## config.mk

```make
export PLATFORM = sky130hd
export DESIGN_NAME = color_bbox
export DESIGN_NICKNAME = d
export VERILOG_FILES = /design/src/rtl/color_detect_pkg.sv /design/src/rtl/color_threshold_cmp.sv /design/src/rtl/color_bbox.sv
export SDC_FILE = /design/constraint.sdc
export NUM_CORES = 1
export LEC_CHECK = 0
export BUFFER_PORTS_ARGS = -buffer_cell sky130_fd_sc_hd__buf_4
export CELL_PAD_IN_SITES_DETAIL_PLACEMENT = 1
export CELL_PAD_IN_SITES_GLOBAL_PLACEMENT = 2
export CORE_MARGIN = 4
export CORE_UTILIZATION = 35
export CTS_BUF_LIST = sky130_fd_sc_hd__clkbuf_16
export CTS_CLUSTER_DIAMETER = 120
export DETAILED_ROUTE_END_ITERATION = 8
export GPL_TIMING_DRIVEN = 0
export PLACE_DENSITY_LB_ADDON = 0.1
export SYNTH_ARGS = -nofsm -noshare
export SYNTH_HDL_FRONTEND = slang
export SYNTH_SLANG_ARGS = --single-unit
export TNS_END_PERCENT = 100
```

## constraint.sdc

```tcl
create_clock -name i_clk -period 6.1 [get_ports i_clk]
set_input_delay 1.22 -clock i_clk [delete_from_list [all_inputs] [get_ports i_clk]]
set_output_delay 1.22 -clock i_clk [all_outputs]
set_load 0.05 [all_outputs]
```

## src/rtl/color_detect_pkg.sv

```systemverilog
// Shared definitions for the colour-detect pipeline.
//   - RGB565 field positions and 565 -> 8-bit channel expansion helpers
//   - Threshold vector slot indices (packed [5:0][7:0] threshold bundles)
//   - FSM state encoding for color_bbox
//   - Default frame geometry
package color_detect_pkg;

  localparam int H_ACTIVE_DEF = 640;
  localparam int V_ACTIVE_DEF = 480;
  localparam int XW_DEF       = 10;
  localparam int YW_DEF       = 9;
  localparam int CW_DEF       = 19;

  localparam int R_MSB = 15;
  localparam int R_LSB = 11;
  localparam int G_MSB = 10;
  localparam int G_LSB = 5;
  localparam int B_MSB = 4;
  localparam int B_LSB = 0;

  // Slot order inside a packed threshold bundle.
  localparam int TH_BMIN = 0;
  localparam int TH_BMAX = 1;
  localparam int TH_GMIN = 2;
  localparam int TH_GMAX = 3;
  localparam int TH_RMIN = 4;
  localparam int TH_RMAX = 5;

  typedef enum logic {
    S_RUN    = 1'b0,
    S_REPORT = 1'b1
  } state_t;

  // Expansion pads with zeros (no MSB replication), so full-scale 5-bit red is 248.
  function automatic logic [7:0] expand_r(input logic [15:0] d);
    return {d[R_MSB:R_LSB], 3'b000};
  endfunction

  function automatic logic [7:0] expand_g(input logic [15:0] d);
    return {d[G_MSB:G_LSB], 2'b00};
  endfunction

  function automatic logic [7:0] expand_b(input logic [15:0] d);
    return {d[B_MSB:B_LSB], 3'b000};
  endfunction

endpackage

```

## src/rtl/color_threshold_cmp.sv

```systemverilog
// Combinational 3-channel inclusive range compare.
//   i_r/i_g/i_b : 8-bit expanded channel values
//   i_th        : packed thresholds, slots per color_detect_pkg TH_* indices
//   o_hit       : 1 when every channel lies inside [min, max]
// A channel with min > max can never satisfy both compares, so it never hits.
module color_threshold_cmp
  import color_detect_pkg::*;
(
  input  logic [7:0]      i_r,
  input  logic [7:0]      i_g,
  input  logic [7:0]      i_b,
  input  logic [5:0][7:0] i_th,
  output logic            o_hit
);

  logic r_ok, g_ok, b_ok;

  assign r_ok  = (i_r >= i_th[TH_RMIN]) && (i_r <= i_th[TH_RMAX]);
  assign g_ok  = (i_g >= i_th[TH_GMIN]) && (i_g <= i_th[TH_GMAX]);
  assign b_ok  = (i_b >= i_th[TH_BMIN]) && (i_b <= i_th[TH_BMAX]);
  assign o_hit = r_ok & g_ok & b_ok;

endmodule

```

## src/rtl/color_bbox.sv

```systemverilog
// Colour bounding-box detector.
// Pops RGB565 pixels from the upstream filter FIFO, classifies each against
// per-channel inclusive thresholds, streams a 1-bit mask with coordinates and
// reports the hit bounding box / hit count once per frame.
// Ports:
//   i_clk, i_rst (sync, active-high)
//   i_enable, i_flush, i_data[15:0], i_empty, o_rd   : upstream FIFO side
//   i_{r,g,b}{min,max}[7:0]                          : inclusive thresholds
//   o_mask_valid, o_mask, o_x, o_y                   : mask stream (latency 2 from o_rd)
//   o_bbox_valid, o_found, o_xmin/o_xmax, o_ymin/o_ymax, o_count : frame report
// Optional feature macro COLOR_BBOX_CENTROID_EN adds o_xsum/o_ysum (sums of
// hit coordinates, reported with o_bbox_valid).
module color_bbox
  import color_detect_pkg::*;
#(
  parameter int H_ACTIVE = H_ACTIVE_DEF,
  parameter int V_ACTIVE = V_ACTIVE_DEF,
  parameter int XW       = XW_DEF,
  parameter int YW       = YW_DEF,
  parameter int CW       = CW_DEF
) (
  input  logic          i_clk,
  input  logic          i_rst,
  input  logic          i_enable,
  input  logic          i_flush,
  input  logic [15:0]   i_data,
  input  logic          i_empty,
  output logic          o_rd,
  input  logic [7:0]    i_rmin,
  input  logic [7:0]    i_rmax,
  input  logic [7:0]    i_gmin,
  input  logic [7:0]    i_gmax,
  input  logic [7:0]    i_bmin,
  input  logic [7:0]    i_bmax,
  output logic          o_mask_valid,
  output logic          o_mask,
  output logic [XW-1:0] o_x,
  output logic [YW-1:0] o_y,
  output logic          o_bbox_valid,
  output logic          o_found,
  output logic [XW-1:0] o_xmin,
  output logic [XW-1:0] o_xmax,
  output logic [YW-1:0] o_ymin,
  output logic [YW-1:0] o_ymax,
  output logic [CW-1:0] o_count
`ifdef COLOR_BBOX_CENTROID_EN
  ,
  output logic [XW+CW-1:0] o_xsum,
  output logic [YW+CW-1:0] o_ysum
`endif
);

  localparam logic [XW-1:0] XLAST = XW'(H_ACTIVE - 1);
  localparam logic [YW-1:0] YLAST = YW'(V_ACTIVE - 1);

  state_t          state_q, state_d;
  logic            pend_q;                 // a pop issued last cycle: i_data valid now
  logic [XW-1:0]   x_q, x_d;
  logic [YW-1:0]   y_q, y_d;
  logic [5:0][7:0] th_q, th_d, th_in, th_use;
  logic [CW-1:0]   cnt_q, cnt_d;
  logic [XW-1:0]   xmin_q, xmin_d, xmax_q, xmax_d;
  logic [YW-1:0]   ymin_q, ymin_d, ymax_q, ymax_d;
  logic            pix, first_px, last_px, hit, found_d;

  logic            mv_q, mask_q, bv_q, found_q;
  logic [XW-1:0]   ox_q, rxmin_q, rxmax_q;
  logic [YW-1:0]   oy_q, rymin_q, rymax_q;
  logic [CW-1:0]   rcnt_q;

  assign th_in    = {i_rmax, i_rmin, i_gmax, i_gmin, i_bmax, i_bmin};
  // A flush in the data cycle discards the in-flight pixel.
  assign pix      = pend_q & ~i_flush;
  assign first_px = (x_q == '0) && (y_q == '0);
  assign last_px  = pix && (x_q == XLAST) && (y_q == YLAST);
  // Pixel (0,0) must already be judged with the thresholds it latches.
  assign th_use   = first_px ? th_in : th_q;

  color_threshold_cmp u_cmp (
    .i_r  (expand_r(i_data)),
    .i_g  (expand_g(i_data)),
    .i_b  (expand_b(i_data)),
    .i_th (th_use),
    .o_hit(hit)
  );

  always_comb begin
    state_d = state_q;
    o_rd    = 1'b0;
    x_d     = x_q;
    y_d     = y_q;
    th_d    = th_q;
    cnt_d   = cnt_q;
    xmin_d  = xmin_q;
    xmax_d  = xmax_q;
    ymin_d  = ymin_q;
    ymax_d  = ymax_q;

    case (state_q)
      S_RUN:    o_rd = i_enable & ~i_empty & ~i_flush & ~i_rst;
      S_REPORT: state_d = S_RUN;
      default:  state_d = S_RUN;
    endcase

    if (pix) begin
      if (first_px) th_d = th_in;
      if (hit) begin
        cnt_d  = (&cnt_q) ? cnt_q : cnt_q + CW'(1);
        xmin_d = (x_q < xmin_q) ? x_q : xmin_q;
        xmax_d = (x_q > xmax_q) ? x_q : xmax_q;
        ymin_d = (y_q < ymin_q) ? y_q : ymin_q;
        ymax_d = (y_q > ymax_q) ? y_q : ymax_q;
      end
      if (x_q == XLAST) begin
        x_d = '0;
        y_d = (y_q == YLAST) ? '0 : y_q + YW'(1);
      end else begin
        x_d = x_q + XW'(1);
      end
    end

    if (last_px) state_d = S_REPORT;
    if (i_flush) state_d = S_RUN;
  end

  // Count never wraps to zero, so non-zero means at least one hit.
  assign found_d = (cnt_d != '0);

  always_ff @(posedge i_clk) begin
    if (i_rst) begin
      state_q <= S_RUN;
      pend_q  <= 1'b0;
      x_q     <= '0;
      y_q     <= '0;
      th_q    <= '0;
      cnt_q   <= '0;
      xmin_q  <= '1;
      xmax_q  <= '0;
      ymin_q  <= '1;
      ymax_q  <= '0;
      mv_q    <= 1'b0;
      mask_q  <= 1'b0;
      ox_q    <= '0;
      oy_q    <= '0;
      bv_q    <= 1'b0;
      found_q <= 1'b0;
      rxmin_q <= '0;
      rxmax_q <= '0;
      rymin_q <= '0;
      rymax_q <= '0;
      rcnt_q  <= '0;
    end else begin
      state_q <= state_d;
      pend_q  <= o_rd;
      th_q    <= th_d;
      mv_q    <= pix;
      mask_q  <= pix & hit;
      if (pix) begin
        ox_q <= x_q;
        oy_q <= y_q;
      end
      // Report is taken from next-state accumulators so the last pixel counts;
      // it then holds until the next frame's report.
      bv_q <= last_px;
      if (last_px) begin
        found_q <= found_d;
        rxmin_q <= found_d ? xmin_d : '0;
        rxmax_q <= found_d ? xmax_d : '0;
        rymin_q <= found_d ? ymin_d : '0;
        rymax_q <= found_d ? ymax_d : '0;
        rcnt_q  <= cnt_d;
      end
      // Clearing at the last pixel (not at the end of S_REPORT) keeps a
      // next-frame pixel landing during S_REPORT correctly accounted.
      if (i_flush || last_px) begin
        x_q    <= '0;
        y_q    <= '0;
        cnt_q  <= '0;
        xmin_q <= '1;
        xmax_q <= '0;
        ymin_q <= '1;
        ymax_q <= '0;
      end else begin
        x_q    <= x_d;
        y_q    <= y_d;
        cnt_q  <= cnt_d;
        xmin_q <= xmin_d;
        xmax_q <= xmax_d;
        ymin_q <= ymin_d;
        ymax_q <= ymax_d;
      end
    end
  end

`ifdef COLOR_BBOX_CENTROID_EN
  logic [XW+CW-1:0] xsum_q, xsum_d, rxsum_q;
  logic [YW+CW-1:0] ysum_q, ysum_d, rysum_q;

  assign xsum_d = (pix & hit) ? xsum_q + (XW+CW)'(x_q) : xsum_q;
  assign ysum_d = (pix & hit) ? ysum_q + (YW+CW)'(y_q) : ysum_q;

  always_ff @(posedge i_clk) begin
    if (i_rst) begin
      xsum_q  <= '0;
      ysum_q  <= '0;
      rxsum_q <= '0;
      rysum_q <= '0;
    end else begin
      if (last_px) begin
        rxsum_q <= xsum_d;
        rysum_q <= ysum_d;
      end
      if (i_flush || last_px) begin
        xsum_q <= '0;
        ysum_q <= '0;
      end else begin
        xsum_q <= xsum_d;
        ysum_q <= ysum_d;
      end
    end
  end

  assign o_xsum = rxsum_q;
  assign o_ysum = rysum_q;
`else
  // Centroid sums are not built in this configuration.
`endif

  assign o_mask_valid = mv_q;
  assign o_mask       = mask_q;
  assign o_x          = ox_q;
  assign o_y          = oy_q;
  assign o_bbox_valid = bv_q;
  assign o_found      = found_q;
  assign o_xmin       = rxmin_q;
  assign o_xmax       = rxmax_q;
  assign o_ymin       = rymin_q;
  assign o_ymax       = rymax_q;
  assign o_count      = rcnt_q;

endmodule

```

==> flow_summary.ini, run 1 <==
[run_status]
status = finished, final reports clean

[sta]
setup_ws_ns = 0.422
hold_violations = 0
min_period_ns = 5.68
drv_slew = 0
max_freq_mhz = 176
rsz0062_at_grt = false
clock_skew_ns = 0.0116
tns_ns = 0
maxSlewHeadroom = 0.256
fin_crit_sh = 0.931
tightest_slew_ns = 1.11
setup_viol = 0

[route]
wl_met2_um = 14700
highest_layer = met4
vias = 9071
via_per_inst = 5.17
avgRoutedWirePerCell_um = 18.3
route.detailed.drc = 0
drt_iter0_markers = 412
drtPass1Iterations = 4
wl_met3_um = 1060
wirelength_um = 32200
drt-met1-wl_um = 15800
postRouteAntennaNets = 0

[power_and_ir_drop]
pwr-share-seq = 0.437
p_leak_nw = 5.37
pwr_density_cell_mw_per_mm2 = 241
comb_power_share = 0.054
clock_power_share = 0.509
swShare = 0.231
ir_drop_mv = 0.180
power.switching_uw = 715
intPower_mw = 2.38

[yosys]
yosysSeqAreaShare = 0.399
synth_area_per_cell_um2 = 8.81
ys_async_sr_fraction = 0
ys_ff_latch = 206
synth_edf_count = 0
netlist_instances = 1174
synth_cell_types = 62
synthFlopType = dfxtp_1
syn-cell-area_mm2 = 0.0103
ys.warnings.count = 0
syn_nets = 1316

[floorplanning]
rows = 62
start_util = 0.358
die_h_um = 180
io_pins = 150
core_region_area_mm2 = 0.0289
die_w_um = 180
die-area_mm2 = 0.0324

[setup_path]
rr_worst_depth = 23
r2r-end = o_xmin[0]
worstSetupPathType = reg -> reg
critPathLaunchType = flop
end_kind = flop
crit_path_start = x_q[0]
required_ns = 6.49
cp.arrival_ns = 6.07
worstReg2RegStart = x_q[0]
crit_end = o_xmin[0]
r2r_slack_ns = 0.42
critPathMaxFanout = 10

[clock_tree]
cts_buffers = 25
holdBufCountCts = 0
htree_levels = 1
clock_path_buffers = 3
cts-root-buf = clkbuf_16
clk_latency_ns = 0.53
clk_pin_slew_ns = 0.06
cts_tree = built
cts.sink_count = 206

[global_route]
antenna_found_initial = 0
grt_pass1_vias = 9459
grt_first_pass_wirelength_um = 52300
grt_max_degree = 14
track_usage = 0.194
overflow = 0

[cells_and_area]
seqCellArea_mm2 = 0.00412
final_cell_area_mm2 = 0.0128
drive_gt1_frac = 0.176
n_antenna_cell = 0
final_common_cell = dfxtp_1
multi_input_area_mm2 = 0.00573
fill_cells = 3421
nets = 1495
final_cell_mix = dfxtp_1, nand2_1, buf_4
area_delta_synth_final_pct = 24.2

[place]
pre_cts_slack_ns = -0.436
port_buffers = 148
place_area_mm2 = 0.0119
hpwl_um = 24600
gp_congestion = 0.831

[min_path]
hp-class = reg -> reg
hold_depth = 2

[run]
drv_cap = 0
stage by stage:
step / std cells / total power, mW / hold WS (ns) / utilization
2_1_floorplan: 1174 / 1.47 / 0.400 / -
6_report: 1755 / 3.10 / 0.451 / 0.444
4_1_cts: 1751 / 3.15 / 0.454 / 0.443
3_3_place_gp: 1706 / 1.55 / 0.436 / 0.413
3_5_place_dp: 1706 / 1.55 / 0.445 / 0.413
5_1_grt: 1755 / 3.22 / 0.472 / 0.444
cell families after synthesis:
| family | share of synthesized area |
|---|---|
| buffers and inverters | 0.0485 |
| AO/OA/AOI/OAI | 0.179 |
| adder cells (fa/ha/maj) | 0.0883 |
| multiplexers | 0.0718 |
| flip-flops | 0.399 |
| XOR/XNOR | 0.0271 |
| AND/OR/NAND/NOR | 0.186 |
worst min path at each step:
| stage | start | end | slack [ns] |
|---|---|---|---|
| after floorplan | state_q | pend_q | 0.40 |
| final | th_q[10] | th_q[10] | 0.45 |
| after detailed placement | th_q[40] | th_q[40] | 0.45 |
| after global placement | th_q[16] | th_q[16] | 0.44 |
| after CTS | th_q[10] | th_q[10] | 0.45 |
| after global routing | th_q[2] | th_q[2] | 0.47 |
metal layers:
metal / up-vias / track usage
li1: 4528 / -
met1: 4343 / 0.274
met2: 164 / 0.320
met3: 36 / 0.0267
met4: 0 / 0.0369
met5: - / 0
critical path, stage by stage, from the launching register on:
cell and delay (ns):
dfxtp_1 0.31, clkbuf_1 0.23, inv_1 0.18, ha_1 0.16
nand2_1 0.06, or2_1 0.19, buf_2 0.17, nor3_4 0.13
buf_4 0.18, clkbuf_2 0.34, mux2i_1 0.34, ha_1 0.19
nand3_1 0.13, or4_1 0.48, nor3_1 0.15, a211oi_1 0.12
nor3_2 0.26, nand4_1 0.24, or3_4 0.48, mux2_1 0.23
a2bb2oi_2 0.30, buf_2 0.33, buf_6 0.22, a41oi_2 0.11
final cells by class:
class,count,share of cell area
Multi-Input combinational cell,847,0.446
Sequential cell,206,0.321
Timing Repair Buffer,152,0.0888
Clock buffer,25,0.0487
Tap cell,384,0.0374
Buffer,74,0.0257
Clock inverter,20,0.0188
Inverter,47,0.0137
flip-flops by register name, indices dropped and copies added, names as in the netlist, 9 cells and up:
register	count
cnt_q	19
o_count	19
o_x	10
o_xmax	10
o_xmin	10
o_y	9
o_ymax	9
o_ymin	9
th_q	48
x_q	10
xmax_q	10
xmin_q	10
y_q	9
ymax_q	9
ymin_q	9
power by group through the flow:
stage / registers [mW] / clock network, mW / logic, mW
2_1_floorplan: 1.38 / 0 / 0.0884
3_3_place_gp: 1.38 / 0 / 0.167
3_5_place_dp: 1.38 / 0 / 0.170
4_1_cts: 1.35 / 1.62 / 0.170
5_1_grt: 1.35 / 1.68 / 0.189
6_report: 1.35 / 1.58 / 0.168
synth_stat cells, types with 9 or more instances:
library cell / count / area, um^2
nor3_1: 16 / 80.1
a41oi_2: 10 / 163
and3_1: 12 / 75.1
nand2_1: 175 / 657
a21o_1: 15 / 113
nand4_1: 13 / 81.3
o21a_1: 48 / 360
ha_1: 73 / 913
a21oi_1: 61 / 305
nand3_1: 20 / 100
dfxtp_1: 206 / 4120
buf_2: 14 / 70.1
clkbuf_1: 56 / 210
a41oi_1: 29 / 254
a211oi_1: 54 / 405
o21ai_0: 11 / 55.1
inv_1: 47 / 176
mux2i_1: 72 / 721
nor2_1: 126 / 473
xnor2_1: 9 / 78.8
xor2_1: 23 / 201
what timing repair did:
action	in CTS	in global routing
buffers inserted	0	4
resized for setup	5	0
setup endpoints to repair	39	39
pin swaps	0	1
cloned	0	0
hold endpoints to repair	0	0
(Power assumes the default switching activity.)
==> run 2: changes to the inputs <==
CAP_MARGIN = 15   (was not set)
SETUP_SLACK_MARGIN = 0.5   (was not set)
==> run 2 against run 1 <==
Clock-buffer cell count is the same. Fmax is 7.0% higher. First-iteration DRC count decreased by 3.4%. Global-route usage hardly changed. Sequential power barely moved. Sequential share of layout area decreased by 0.20 points. Hold slack barely moved. Via count fell by 0.64%. Worst setup slack improved by 0.37 ns. Die area did not move. Critical path depth did not move. Largest cell class unchanged. Highest routed layer unchanged.
==> flow_summary.ini, run 2 (synthesis gave the netlist of run 1 again) <==
[setup_path]
r2r-end = o_xmin[2]
cp_slowest_cell = or3_4
worstSetupPathDepth = 23
r2r_slack_ns = 0.80
rr_worst_depth = 23
critPathLaunchType = flop
end_kind = flop
path_cells = clkbuf_2, inv_1, ha_1, nand2_1, or2_1, buf_2, nor3_4, buf_12, buf_4, mux2i_2, ha_1, nand3_1, or4_1, nor3_1, a211oi_1, nor3_2, nand4_1, or3_4, mux2_1, a2bb2oi_4, buf_6, buf_6, a41oi_2
required_ns = 6.50
crit_buf_inv = 7
critPathTopFamily = simple AND/OR/NAND/NOR gates
critPathMaxFanout = 10
worstSetupPathType = reg -> reg
cp.arrival_ns = 5.70
cpPeakStageDelay_ns = 0.50
worstReg2RegStart = x_q[0]

[floorplanning]
die_w_um = 180
rows = 62
die_h_um = 180
io_pins = 150
core_region_area_mm2 = 0.0289
die-area_mm2 = 0.0324
start_util = 0.358

[route]
vias = 9013
postRouteAntennaNets = 0
via_per_inst = 5.14
drtPass1Iterations = 4
avgRoutedWirePerCell_um = 18.4
route.detailed.drc = 0
wirelength_um = 32200
drt_iter0_markers = 398

[clock_tree]
cts.sink_count = 206
cts_tree = built
holdBufCountCts = 0
cts_buffers = 25
clk_latency_ns = 0.53
clock_path_buffers = 3
htree_levels = 1
clk_pin_slew_ns = 0.06
cts-root-buf = clkbuf_16

[power_and_ir_drop]
ir_drop_mv = 0.179
pwr_density_cell_mw_per_mm2 = 240
power.total_mw = 3.10
p_leak_nw = 5.40

[sta]
tightest_slew_ns = 0.927
fin_crit_sh = 0.870
hold_violations = 0
rsz0062_at_grt = false
worst_hold_slack_ns = 0.451
setup_viol = 0
setup_ws_ns = 0.796
clock_skew_ns = 0.0111
min_period_ns = 5.30
drv_slew = 0
max_freq_mhz = 189
maxSlewHeadroom = 0.376

[global_route]
grt_first_pass_wirelength_um = 52300
overflow = 0
grt_pass1_vias = 9468
antenna_found_initial = 0
track_usage = 0.194
grt_max_degree = 14

[min_path]
min_to = th_q[10]
hp-class = reg -> reg
min-delay-start = th_q[10]
hold_depth = 2

[place]
place_area_mm2 = 0.0119
gp_congestion = 0.831
port_buffers = 148
pre_cts_slack_ns = -0.436
hpwl_um = 24600

[cells_and_area]
drive_gt1_frac = 0.181
largest_reg_flops = 48
regMostFlops = th_q
nets = 1495
final_cell_mix = dfxtp_1, nand2_1, buf_4
final_cell_area_mm2 = 0.0129
utilization = 0.447
final_common_cell = dfxtp_1
n_antenna_cell = 0
area_delta_synth_final_pct = 24.9

[run_status]
status = finished, final reports clean

[run]
drv_cap = 0
[run 2: through the flow]
step,std cells,setup TNS [ns]
3_3_place_gp,1706,-9.61
2_1_floorplan,1174,0
6_report,1755,0
3_5_place_dp,1706,-12.30
5_1_grt,1755,0
4_1_cts,1753,0
[run 2: layout make-up]
type	instances	area [um^2]
multi-input cells	847	5760
clock inverters	20	241
inverters	47	176
clock buffers	25	626
repair buffers	152	1150
fillers	3406	16000
well taps	384	480
plain buffers	74	364
flip-flops and latches	206	4120
[run 2: worst min-delay path, cell delays in order, from the launching register on]
cell     delay, ns
dfxtp_1       0.31
nand2_1       0.05
a21oi_1       0.05
[run 2: worst max path at each step]
stage | start | endpoint
finish | x_q[0] | o_xmin[2]
global route | x_q[0] | o_xmin[7]
CTS | x_q[0] | o_xmin[7]
detailed placement | x_q[0] | o_xmin[6]
global placement | x_q[0] | o_xmin[4]
floorplan | x_q[0] | o_xmax[8]
[run 2: layer usage]
metal,track usage,wire length (um),share of wire,vias up
li1,-,-,-,4526
met1,0.274,15700,0.49,4307
met2,0.321,14800,0.46,147
met3,0.0267,1160,0.036,33
met4,0.0369,565,0.018,0
met5,0,0,0,-
[run 2: power by group]
group | internal [mW] | total (mW) | switching (mW)
Sequential | 1.35 | 1.35 | 0.00316
Clock | 0.961 | 1.58 | 0.614
Combinational | 0.0727 | 0.169 | 0.0968
Total | 2.39 | 3.10 | 0.714
[run 2: timing repair]
action / in CTS / in global routing
setup buffers: 2 / 1
pin swaps: 1 / 3
endpoints found under the setup margin: 82 / 43
gates resized for setup: 7 / 29
==> run 3: changes to the inputs <==
SYNTH_HIERARCHICAL = 1   (was not set)
==> run 3 against run 2 <==
Combinational power increased by 20%. Flip-flop and latch count did not move. First-iteration DRC count is 1.0% lower. Global-route usage is 0.81 points higher. Final cell count grew 9.5%. Core utilization grew 0.62 points. Synthesized cell count grew 11%. Hold slack improved by 0.0055 ns. Sequential share of layout area fell by 2.4 points. Clock skew is 0.0021 ns higher. Via count rose by 11%. Synthesized area grew 6.9%. Critical endpoint is now o_xmin[1]. Largest power group unchanged. Highest routed layer unchanged.
==> flow_summary.ini, run 3 <==
[global_route]
grt_first_pass_wirelength_um = 55900
grt.met3_usage = 0.0248
antenna_found_initial = 0
track_usage = 0.202
grt_pass1_vias = 10100
use_met1 = 0.279
overflow = 0
top_usage_layer = met2
use_met2 = 0.342
grt_max_degree = 13

[route]
avgRoutedWirePerCell_um = 18.6
drt_iter0_markers = 394
postRouteAntennaNets = 0
drtPass1Iterations = 4
route.detailed.drc = 0
via_per_inst = 5.22
vias = 10000
wirelength_um = 35800

[sta]
maxSlewHeadroom = 0.480
hold_violations = 0
min_period_ns = 5.35
fin_crit_sh = 0.876
tightest_slew_ns = 0.780
setup_ws_ns = 0.754
drv_slew = 0
clock_skew_ns = 0.0132
max_freq_mhz = 187
rsz0062_at_grt = false
setup_viol = 0

[floorplanning]
core_region_area_mm2 = 0.0309
die-area_mm2 = 0.0345
rows = 64
die_w_um = 186
die_h_um = 186
io_pins = 150
start_util = 0.358

[clock_tree]
clk_pin_slew_ns = 0.06
clk_latency_ns = 0.53
htree_levels = 1
cts_tree = built
cts_buffers = 25
holdBufCountCts = 0
clock_path_buffers = 3
cts.sink_count = 206
cts-root-buf = clkbuf_16

[power_and_ir_drop]
p_leak_nw = 5.88
pwr-share-seq = 0.461
power.switching_uw = 714
ir_drop_mv = 0.145
swShare = 0.243
power.total_mw = 2.94
pwr_density_cell_mw_per_mm2 = 210
intPower_mw = 2.23
clock_power_share = 0.470
comb_power_share = 0.069

[yosys]
synth.most_common_cell = dfxtp_1
synth_cell_types = 66
synth_area_per_cell_um2 = 8.50
synthFlopType = dfxtp_1
synth_edf_count = 0
netlist.top_cell.by_area = dfxtp_1
ys_ff_latch = 206
yosys-top-cells-area = dfxtp_1, ha_1, nor2_1, mux2_2, nand2_1
ys_async_sr_fraction = 0
ys.warnings.count = 6
synth_top_area_frac = 0.373
netlist_instances = 1302
yosysSeqAreaShare = 0.373
netlist_top_cells_count = dfxtp_1, nor2_1, nand2_1
syn-cell-area_mm2 = 0.0111

[setup_path]
critPathMaxFanout = 10
required_ns = 6.52
end_kind = flop
worstSetupPathType = reg -> reg
critPathLaunchType = flop
worstReg2RegStart = y_q[3]
crit_path_start = y_q[3]
cp.arrival_ns = 5.77

[min_path]
hp-class = reg -> reg
min-delay-start = o_y[5]

[cells_and_area]
regMostFlops = th_q
drive_gt1_frac = 0.240
largest_reg_flops = 48
final_common_cell = dfxtp_1
area_delta_synth_final_pct = 26.6
n_antenna_cell = 0
fill_cells = 3682
final_cell_mix = dfxtp_1, nor2_1, buf_4
nets = 1665

[run_status]
status = finished, final reports clean

[place]
gp_congestion = 0.816
port_buffers = 149
hpwl_um = 26700
pre_cts_slack_ns = -1.51

[run]
drv_cap = 0
## run 3: changes by cell type after synthesis, sizes merged, moves of 13 or more
cell,before,now
nand2,175,128
mux2,2,56
ha,73,89
nor2,126,178
a21oi,61,90
mux2i,72,32
o21a,48,4
inv,47,91
nor3,20,67
buf,18,37
a221oi,1,22
a41oi,39,3
a21o,15,2
## run 3: logic make-up (layout without fill, tap and decap cells)
group	Yosys count	count (layout)	share of synthesized area
buf+inv	173	385	0.0645
simple gates	484	484	0.205
flops	206	206	0.373
fa+ha+maj	89	89	0.101
mux	88	88	0.0860
xor+xnor	27	27	0.0221
other cells	1	13	0.000339
compound gates	234	234	0.149
## run 3: critical path, stage by stage, from the launching register on
cell       delay [ns]
dfxtp_1          0.35
buf_6            0.16
nor4_2           0.26
nand2_1          0.15
nor4_4           0.23
buf_4            0.19
buf_12           0.14
buf_12           0.14
mux2_2           0.34
ha_1             0.27
nand2b_1         0.09
a2111oi_0        0.11
nor3_2           0.23
o22ai_1          0.15
nor4bb_2         0.30
buf_4            0.16
nand3b_1         0.13
buf_6            0.17
o31a_1           0.32
a211o_1          0.32
nor4b_4          0.29
and4_4           0.31
buf_8            0.17
buf_6            0.16
a21oi_1          0.07
## run 3: what timing repair did
action	in CTS	in global routing
resized for setup	43	64
setup buffers	6	10
gates cloned	0	1
setup endpoints to repair	116	68
pin swaps	7	10
## run 3: final timing paths
path                     to  slack, ns  depth (start not counted)
setup reg to reg  o_xmin[1]       0.75                         24
setup / recovery  o_xmin[1]       0.75                         24
hold reg to reg      o_y[5]       0.46                          2
hold / removal       o_y[5]       0.46                          2
## run 3: power groups by stage
stage	Sequential [mW]	Clock [mW]	Combinational (mW)
after CTS	1.36	1.43	0.203
after global routing	1.36	1.49	0.230
after global placement	1.39	0	0.197
after floorplan	1.39	0	0.116
final	1.36	1.38	0.202
after detailed placement	1.39	0	0.201
## run 3: final cells by class
class	count	area (um^2)	share of cell area
plain buffers	82	492	0.0351
clock buffers	25	626	0.0447
clock inverters	21	124	0.00885
inverters	91	342	0.0244
multi-input cells	935	6550	0.468
flip-flops and latches	206	4130	0.295
well taps	396	495	0.0354
repair buffers	166	1250	0.0891
## run 3: layer usage
metal | wire, um | part of all wire
met2 | 17300 | 0.48
met4 | 328 | 0.0092
met5 | 0 | 0
met1 | 16900 | 0.47
met3 | 1260 | 0.035
## run 3: per-stage QoR
step | utilization | setup TNS, ns | hold slack (ns) | cell area [um^2] | cells
after floorplan | - | 0 | 0.454 | 11100 | 1314
after global placement | 0.412 | -81.23 | 0.443 | 12700 | 1859
after detailed placement | 0.412 | -82.94 | 0.448 | 12700 | 1859
after CTS | 0.443 | 0 | 0.456 | 13700 | 1911
after global routing | 0.453 | 0 | 0.482 | 14000 | 1922
final | 0.453 | 0 | 0.457 | 14000 | 1922
